[config.mk]
export PLATFORM = sky130hd
export DESIGN_NAME = mii_frame_gen
export DESIGN_NICKNAME = d
export VERILOG_FILES = /design/src/rtl/mii_gen_pkg.sv /design/src/rtl/mii_frame_gen_prbs.sv /design/src/rtl/mii_frame_gen.sv
export SDC_FILE = /design/constraint.sdc
export NUM_CORES = 1
export LEC_CHECK = 0
export BUFFER_PORTS_ARGS = -buffer_cell sky130_fd_sc_hd__buf_4
export CORE_MARGIN = 2
export CORE_UTILIZATION = 50
export DETAILED_ROUTE_END_ITERATION = 8
export HOLD_SLACK_MARGIN = 0.02
export MAX_ROUTING_LAYER = met4
export PLACE_DENSITY = 0.7
export SYNTH_ARGS = -nofsm -noshare
export SYNTH_HDL_FRONTEND = slang
export SYNTH_SLANG_ARGS = --single-unit
[constraint.sdc]
create_clock -name clk -period 14.35 [get_ports clk]
set_input_delay 1.435 -clock clk [delete_from_list [all_inputs] [get_ports clk]]
set_output_delay 1.435 -clock clk [all_outputs]
set_load 0.05 [all_outputs]
[src/rtl/mii_gen_pkg.sv]
// Shared types and character codes for the MII frame generator.
package mii_gen_pkg;

  typedef enum logic [1:0] {
    ST_IDLE  = 2'd0,
    ST_START = 2'd1,
    ST_DATA  = 2'd2,
    ST_TERM  = 2'd3
  } state_t;

  typedef enum logic [1:0] {
    MODE_FIXED = 2'd0,
    MODE_INCR  = 2'd1,
    MODE_PRBS  = 2'd2,
    MODE_RSVD  = 2'd3
  } mode_t;

  localparam logic [7:0]  CODE_IDLE     = 8'h07;
  localparam logic [7:0]  CODE_START    = 8'hFB;
  localparam logic [7:0]  CODE_TERM     = 8'hFD;
  localparam logic [7:0]  CODE_PREAMBLE = 8'h55;
  localparam logic [30:0] PRBS_SEED     = 31'h7FFF_FFFF;

endpackage

[src/rtl/mii_frame_gen_prbs.sv]
// Parallel PRBS31 (x^31 + x^28 + 1) stepper: DATA_WIDTH bits per advance, bit 0 generated first.
module prbs31_gen
  import mii_gen_pkg::*;
#(
  parameter int DATA_WIDTH = 64
) (
  input  logic                  clk,
  input  logic                  i_rst,
  input  logic                  i_load,
  input  logic                  i_advance,
  output logic [DATA_WIDTH-1:0] o_data
);

  logic [30:0] state_r;
  logic [30:0] start_s;
  logic [30:0] next_s;
  logic        fb_s;

  // Loading presents the seed word in the same cycle so the first payload word needs no bubble
  always_comb begin
    if (i_load) begin
      start_s = PRBS_SEED;
    end else begin
      start_s = state_r;
    end
  end

  // Unroll DATA_WIDTH serial shifts; state bit 30 is the oldest bit of the history window
  always_comb begin
    next_s = start_s;
    fb_s   = 1'b0;
    o_data = {DATA_WIDTH{1'b0}};
    for (int k = 0; k < DATA_WIDTH; k++) begin
      fb_s      = next_s[30] ^ next_s[27];
      o_data[k] = fb_s;
      next_s    = {next_s[29:0], fb_s};
    end
  end

  // Generator state register
  always_ff @(posedge clk or posedge i_rst) begin
    if (i_rst) begin
      state_r <= PRBS_SEED;
    end else if (i_advance) begin
      state_r <= next_s;
    end else if (i_load) begin
      state_r <= PRBS_SEED;
    end
  end

endmodule

[src/rtl/mii_frame_gen.sv]
// MII/XGMII-style frame generator: idle gap, start+preamble word, payload words, terminate word.
module mii_frame_gen
  import mii_gen_pkg::*;
#(
  parameter int          DATA_WIDTH    = 64,
  localparam int         LANES         = DATA_WIDTH / 8,
  parameter int          LEN_WIDTH     = 16,
  parameter logic [7:0]  IDLE_CODE     = CODE_IDLE,
  parameter logic [7:0]  START_CODE    = CODE_START,
  parameter logic [7:0]  TERM_CODE     = CODE_TERM,
  parameter logic [7:0]  PREAMBLE_CODE = CODE_PREAMBLE
) (
  input  logic                  clk,
  input  logic                  i_rst,
  input  logic                  i_enable,
  input  logic [LEN_WIDTH-1:0]  i_idle_len,
  input  logic [LEN_WIDTH-1:0]  i_data_len,
  input  logic [1:0]            i_mode,
  input  logic                  i_ready,
  output logic [DATA_WIDTH-1:0] o_tx_data,
  output logic [LANES-1:0]      o_tx_ctrl,
  output logic [31:0]           o_frame_cnt,
  output logic                  o_busy
);

  localparam logic [DATA_WIDTH-1:0] IDLE_WORD  = {LANES{IDLE_CODE}};
  localparam logic [DATA_WIDTH-1:0] START_WORD = {{(LANES-1){PREAMBLE_CODE}}, START_CODE};
  localparam logic [DATA_WIDTH-1:0] TERM_WORD  = {{(LANES-1){IDLE_CODE}}, TERM_CODE};
  localparam logic [LANES-1:0]      CTRL_ALL   = {LANES{1'b1}};
  localparam logic [LANES-1:0]      CTRL_START = {{(LANES-1){1'b0}}, 1'b1};

  state_t                state_r;
  mode_t                 mode_r;
  mode_t                 mode_sel_s;
  logic [LEN_WIDTH-1:0]  idle_cnt_r;
  logic [LEN_WIDTH-1:0]  data_cnt_r;
  logic [LEN_WIDTH-1:0]  len_r;
  logic [LEN_WIDTH-1:0]  eff_idle_s;
  logic [LEN_WIDTH-1:0]  eff_data_len_s;
  logic [7:0]            byte_base_r;
  logic [7:0]            byte_base_s;
  logic [31:0]           frame_cnt_r;
  logic [DATA_WIDTH-1:0] tx_data_r;
  logic [LANES-1:0]      tx_ctrl_r;
  logic                  busy_r;
  logic                  last_idle_s;
  logic                  last_data_s;
  logic                  prbs_load_s;
  logic                  prbs_adv_s;
  logic [DATA_WIDTH-1:0] prbs_word_s;
  logic [DATA_WIDTH-1:0] payload_s;

  // Zero lengths behave as one
  always_comb begin
    if (i_idle_len == {LEN_WIDTH{1'b0}}) begin
      eff_idle_s = LEN_WIDTH'(1);
    end else begin
      eff_idle_s = i_idle_len;
    end
    if (i_data_len == {LEN_WIDTH{1'b0}}) begin
      eff_data_len_s = LEN_WIDTH'(1);
    end else begin
      eff_data_len_s = i_data_len;
    end
  end

  assign last_idle_s = (idle_cnt_r >= (eff_idle_s - LEN_WIDTH'(1)));
  assign last_data_s = (data_cnt_r == (len_r - LEN_WIDTH'(1)));
  assign prbs_load_s = i_ready && (state_r == ST_START);
  assign prbs_adv_s  = i_ready && ((state_r == ST_START) ||
                                   ((state_r == ST_DATA) && !last_data_s));

  // The first payload word is built while START is accepted, before mode_r has been loaded
  always_comb begin
    if (state_r == ST_START) begin
      mode_sel_s  = mode_t'(i_mode);
      byte_base_s = 8'd0;
    end else begin
      mode_sel_s  = mode_r;
      byte_base_s = byte_base_r;
    end
  end

  // Payload word for the next DATA slot
  always_comb begin
    payload_s = {DATA_WIDTH{1'b0}};
    case (mode_sel_s)
      MODE_INCR: begin
        for (int i = 0; i < LANES; i++) begin
          payload_s[8*i +: 8] = byte_base_s + 8'(i);
        end
      end
      MODE_PRBS: payload_s = prbs_word_s;
      default:   payload_s = {LANES{8'hAA}};
    endcase
  end

  prbs31_gen #(
    .DATA_WIDTH (DATA_WIDTH)
  ) u_prbs (
    .clk       (clk),
    .i_rst     (i_rst),
    .i_load    (prbs_load_s),
    .i_advance (prbs_adv_s),
    .o_data    (prbs_word_s)
  );

  // Frame sequencer: state, counters and output word move only on accepted words
  always_ff @(posedge clk or posedge i_rst) begin
    if (i_rst) begin
      state_r     <= ST_IDLE;
      mode_r      <= MODE_FIXED;
      idle_cnt_r  <= {LEN_WIDTH{1'b0}};
      data_cnt_r  <= {LEN_WIDTH{1'b0}};
      len_r       <= LEN_WIDTH'(1);
      byte_base_r <= 8'd0;
      frame_cnt_r <= 32'd0;
      tx_data_r   <= IDLE_WORD;
      tx_ctrl_r   <= CTRL_ALL;
      busy_r      <= 1'b0;
    end else if (i_ready) begin
      case (state_r)
        ST_IDLE: begin
          if (last_idle_s && i_enable) begin
            state_r    <= ST_START;
            idle_cnt_r <= {LEN_WIDTH{1'b0}};
            tx_data_r  <= START_WORD;
            tx_ctrl_r  <= CTRL_START;
            busy_r     <= 1'b1;
          end else if (idle_cnt_r != {LEN_WIDTH{1'b1}}) begin
            idle_cnt_r <= idle_cnt_r + LEN_WIDTH'(1);
          end
        end
        ST_START: begin
          state_r     <= ST_DATA;
          len_r       <= eff_data_len_s;
          mode_r      <= mode_t'(i_mode);
          data_cnt_r  <= {LEN_WIDTH{1'b0}};
          byte_base_r <= 8'(LANES);
          tx_data_r   <= payload_s;
          tx_ctrl_r   <= {LANES{1'b0}};
        end
        ST_DATA: begin
          if (last_data_s) begin
            state_r   <= ST_TERM;
            tx_data_r <= TERM_WORD;
            tx_ctrl_r <= CTRL_ALL;
          end else begin
            data_cnt_r  <= data_cnt_r + LEN_WIDTH'(1);
            byte_base_r <= byte_base_r + 8'(LANES);
            tx_data_r   <= payload_s;
          end
        end
        ST_TERM: begin
          state_r     <= ST_IDLE;
          idle_cnt_r  <= {LEN_WIDTH{1'b0}};
          frame_cnt_r <= frame_cnt_r + 32'd1;
          tx_data_r   <= IDLE_WORD;
          tx_ctrl_r   <= CTRL_ALL;
          busy_r      <= 1'b0;
        end
        default: begin
          state_r   <= ST_IDLE;
          tx_data_r <= IDLE_WORD;
          tx_ctrl_r <= CTRL_ALL;
          busy_r    <= 1'b0;
        end
      endcase
    end
  end

  assign o_tx_data   = tx_data_r;
  assign o_tx_ctrl   = tx_ctrl_r;
  assign o_frame_cnt = frame_cnt_r;
  assign o_busy      = busy_r;

endmodule

Word-level counts from Yosys, hierarchy flattened
Index checks and enable logic that the tools add are counted.
{"block": "op_classes", "addsub": 13, "order_cmp": 1, "eq_ne": 11, "mux": 25, "bitwise_logic": 64, "reduce_logical": 18}
{"op": "$pmux W64 S4", "n": 1}
{"op": "$mux W64", "n": 2}
{"op": "$pmux W64 S2", "n": 1}
{"op": "$mux W16", "n": 5}
{"op": "$pmux W16 S2", "n": 2}
{"op": "$xor A1 B1 Y1", "n": 64}
{"op": "$mux W31", "n": 2}
{"op": "$add A16 B1 Y16 const B", "n": 2}
{"op": "$add A32 B1 Y32 const B", "n": 1}
{"op": "$add A8 B3 Y8 const B", "n": 4}
{"op": "$logic_not A16 Y1", "n": 2}
{"op": "$mux W8", "n": 4}
{"op": "$pmux W8 S4", "n": 1}
{"op": "$sub A16 B1 Y16 const B", "n": 2}
{"op": "$add A8 B2 Y8 const B", "n": 2}
{"op": "$eq A16 B16 Y1", "n": 1}
{"op": "$ge A16 B16 Y1", "n": 1}
{"op": "$ne A16 B16 Y1 const B", "n": 1}
{"op": "$pmux W8 S2", "n": 1}
{"op": "$reduce_and A3 Y1", "n": 4}
{"op": "$add A8 B1 Y8 const B", "n": 1}
{"op": "$add A8 B4 Y8 const B", "n": 1}
{"op": "$pmux W2 S4", "n": 1}
{"op": "$eq A2 B2 Y1 const B", "n": 3}
{"op": "12 further kinds", "n": 23}
{"block": "totals", "reg_bits": 196, "in_bits": 38, "wordCells": 143}

Depth between registers and ports, before layout
{"block": "depth", "ltp_word": 9, "depth_mapped": 18}

Modules after synthesis
Synthesis repeated with hierarchy kept, for this count alone.
{"block": "hier_totals", "hier_cells": 1232, "area_unflattened_um2": 11100.6}
{"module": "mii_frame_gen", "instances": 1, "cells_each": 966, "area_per_inst_um2": 8914.8}
{"module": "prbs31_gen", "instances": 1, "cells_each": 266, "area_per_inst_um2": 2185.8}

Least setup slack after synthesis
Ideal clock, no wire load.
{"block": "synth_path", "path_type": "in2reg", "startpoint": "input i_idle_len[2]", "endpoint": "register tx_data_r[12] (netlist: o_tx_data[12])", "arrival_ps": 5447, "t_required_ps": 14230, "path_slack_ps": 8783, "cell_stages": 18, "path_cell_list": "or4_1 nor4_1 a31oi_1 ha_1 nand2_1 nor4_1 xnor2_1 ha_1 nand4_1 nor2_1 nor4b_1 a2111oi_0 or2_2 clkbuf_1 nor2_1 clkbuf_1 o221ai_1 o211a_1"}
{"block": "synth_via", "elab_chain_len": 7}
{"item": "start: declaration", "line": "mii_frame_gen.sv:16", "text": "input logic [LEN_WIDTH-1:0] i_idle_len,"}
{"item": "$logic_not A16 Y1", "line": "mii_frame_gen.sv:55", "text": "if (i_idle_len == {LEN_WIDTH{1'b0}}) begin"}
{"item": "$mux W16 (*)", "line": "mii_frame_gen.sv:55"}
{"item": "$sub A16 B1 Y16 (*)", "line": "mii_frame_gen.sv:67", "text": "assign last_idle_s = (idle_cnt_r >= (eff_idle_s - LEN_WIDTH'(1)));"}
{"item": "$ge A16 B16 Y1 (*)", "line": "mii_frame_gen.sv:67"}
{"item": "$logic_and A1 B1 Y1 (*)", "line": "mii_frame_gen.sv:124", "text": "if (last_idle_s && i_enable) begin"}
{"item": "$ne A2 B2 Y1 (no source line) (*)"}
{"item": "$reduce_and A2 Y1 (no source line) (*)"}
{"item": "end signal: assignment", "line": "mii_frame_gen.sv:140", "text": "tx_data_r <= payload_s;"}
{"item": "end signal: assignment", "line": "mii_frame_gen.sv:151", "text": "tx_data_r <= payload_s;"}
{"item": "end: declaration", "line": "mii_frame_gen.sv:43", "text": "logic [DATA_WIDTH-1:0] tx_data_r;"}
Every way passes the cells marked *; elsewhere a longest branch is shown, timed or not.
A chain may end at the register's enable or synchronous reset.

Final worst setup path
{"block": "layout_path", "startpoint": "input i_idle_len[2]", "endpoint": "register tx_data_r[0] (netlist: o_tx_data[0])"}
The elaborated chain is that of the path after synthesis.

==> qor.yml <==
final_hold_viol_count: 0
die_x_um: 149.6
switchingPower_uw: 1438
seq_area_mm2: 0.004752
avgSynthCellArea_um2: 9.440
cp.required_ps: 14730
cp_slowest_cell: "a2111oi_0"
crit_fanout: 36
ys.flop_type: "dfrtp_1"
nFillCells: 1850
drt_wl_total_mm: 27.28
cp-end-kind: "flop"
fin_tns_setup_ps: 0
worst_pin_slew_ps: 1089
ctsHtreeMaxLevel: 4
synth_area_leaders: "dfrtp_1 (30%), dfstp_2 (14%), xnor2_1 (7.8%), nand2_1 (5.1%), ha_1 (3.9%)"
final_common_cell: "buf_4"
synthMuxAreaShare: 0.008852
grt_setup_unrepaired: "no"
via_count: 8725
place.port_buffers: 142
routedWlPerCell_um: 18.17
synth_edf_count: 0
leakagePower_uw: 0.005509
p_sw_frac: 0.4894
setup_viol: 0
synth_adder_area_share: 0.03895
cp_num_buf_inv: 2
track_usage: 0.2549
synth_compound_area_frac: 0.1794
cts_made_buffers: 17
viasPerCell: 5.813
p_int_uw: 1500
post-route-period-util: 0.4314
layout-drive-gt1-share: 0.2178
synthXorXnorAreaFrac: 0.1148
synth_top_area_cell: "dfrtp_1"
ctsResizeCount: 0
antenna_found_initial: 0
synth_top_family_by_area: "compound AO/OA/AOI/OAI gates"
drv_cap: 0
route.detailed.drc: 0
start_kind: "input port"
yosysUniqueCellTypes: 72
final_cell_mix: "buf_4 (151), nand2_1 (145), dfrtp_1 (129)"
tritoncts: "built"
cellPowerDensity_mw_per_mm2: 238.3
drv_slew: 0
cts_root_buf: "clkbuf_16"
async_flop_share: 1.000
min_period_ps: 6191
vdd_drop_max_uv: 134.3
cts_buffer_depth: 2
crit_arrival_ps: 6570
grt_max_degree: 73
yosys.area_share.simple: 0.1676
grt_first_pass_wirelength_mm: 43.88
ioPinCount: 143
drt-pass1-iter-count: 5
synth_warnings: 0
critPathTopFamily: "simple AND/OR/NAND/NOR gates"
multi_input_area_mm2: 0.005416
core_area_mm2: 0.02089
finalClockSkew_ps: 16.10
die_area_mm2: 0.02238
grt_pass1_vias: 8286
grt.overflow.total: 0
fin_hold_ws_ps: 468.6
synth_top_area_frac: 0.3045
postCtsSetupBuffers: 0
area_delta_synth_final_pct: 16.28
ys_seq_elements: 187
start_util: 0.5075
status: "complete, no violations"
cts_sinks: 187
seq_power_share: 0.324
antenna_cells: 0
cp_slowest_stage_delay_ps: 770
max_slew_margin: 0.2723
design_area_mm2: 0.01233
place_area_mm2: 0.01173
crit_type: "input port to flop"
crit_chain: "buf_4 > or4_1 > nor4_1 > a31oi_1 > ha_1 > nand2_1 > nor4_1 > xnor2_1 > ha_1 > nand4_1 > nor2_1 > a221o_1 > a2111oi_0 > or2_2 > nor2_1 > buf_4 > nand2_1 > o22a_1"
clk_latency_ps: 440
drtAntennaViolNets: 0
final_nets: 1284
p_clk_frac: 0.162
hold_path.class: "flop to flop"
drtIter0Drc: 593
synth_cells: 1123
combPwrFrac: 0.515
globalplace.congestion: 0.9268
synth_seq_area_share: 0.4482
dp_hpwl_mm: 19.54
syn_area_mm2: 0.01060
clkTransAtPathRegs_ps: 70
fmax_mhz: 161.5
holdBufCountCts: 0
num_rows: 53
dieHeight_um: 149.6
power groups by stage:
stage          Sequential [µW]  Combinational, µW  Clock, µW
4_1_cts                    948               1500        482
5_1_grt                    973               1630        506
2_1_floorplan             1160                869          0
6_report                   951               1510        475
3_3_place_gp               951               1480          0
3_5_place_dp               953               1500          0
area by class of cell:
class                           instances  share of cell area
Clock buffer                           17             0.03451
Clock inverter                         15             0.01391
Inverter                               21            0.006801
Multi-Input combinational cell        835              0.4394
Sequential cell                       187              0.3855
Tap cell                              275             0.02791
Timing Repair Buffer                  151             0.09196
final timing paths:
check | start | endpoint | slack (ps) | cells past startpoint
worst max-delay path | i_idle_len[2] | o_tx_data[0] | 8160 | 18
worst min-delay path | o_tx_ctrl[0] | o_tx_ctrl[0] | 470 | 2
worst max register to register | len_r[1] | o_tx_data[59] | 10270 | 10
worst min register to register | o_tx_ctrl[0] | o_tx_ctrl[0] | 470 | 2
max in group asynchronous | i_rst | o_tx_data[52] | 11310 | 4
min in group asynchronous | i_rst | len_r[11] | 1040 | 2
worst register-to-register path, cell delays in order (launching register included):
cell       delay (ps)
dfrtp_1           410
inv_1              80
ha_1              290
or4b_4            520
or3_1             320
a211o_1           250
a21o_1            200
a2111oi_4         770
nand2_4           180
o211ai_2          660
o21ai_0           250
metal layers:
metal / GRT usage / vias up / wire length, µm
met4: 0.08190 / 0 / 528
met2: 0.3706 / 292 / 12380
li1: - / 4140 / -
met1: 0.3659 / 4248 / 12720
met3: 0.04055 / 45 / 1651
met5: - / - / 0
flip-flops by register name (all words and copies together), names as in the netlist:
name            count
data_cnt_r         16
byte_base_r         5
o_tx_data          64
len_r              16
mode_r              2
o_tx_ctrl           2
state_r             2
u_prbs.state_r     31
idle_cnt_r         16
o_busy              1
o_frame_cnt        32
through the flow:
step / cells / power (µW) / worst slack (ps) / utilization
global route: 1501 / 3108 / 7665 / 0.5901
floorplan: 1124 / 2030 / 7926 / -
finish: 1501 / 2938 / 8159 / 0.5901
detailed placement: 1469 / 2452 / 7752 / 0.5615
CTS: 1501 / 2934 / 8188 / 0.5901
global placement: 1469 / 2427 / 7951 / 0.5615
cell usage after synthesis (all sizes together), types with 7 or more instances:
library cell,instances
o211ai,11
a22o,8
inv,21
clkbuf,45
nor2,70
ha,33
or4,10
nor3,18
nand2,146
o22a,20
and2,8
buf,36
a211oi,11
o21ai,67
and3,21
o211a,9
nand2b,16
nand4,14
nor2b,8
nand3,30
xnor2,94
or3,8
a31oi,22
xor2,45
dfrtp,129
nor4,10
dfstp,58
a21oi,73
o2bb2ai,7
cells by family after synthesis:
kind of cell               after synthesis
AOI/OAI and AO/OA                      279
xor gates and xnor gates               139
adders and majority gates               33
buffers and inverters                  102
DFF                                    187
muxes                                    9
other                                    2
and+or+nand+nor                        372
(Power assumes the default switching activity.)
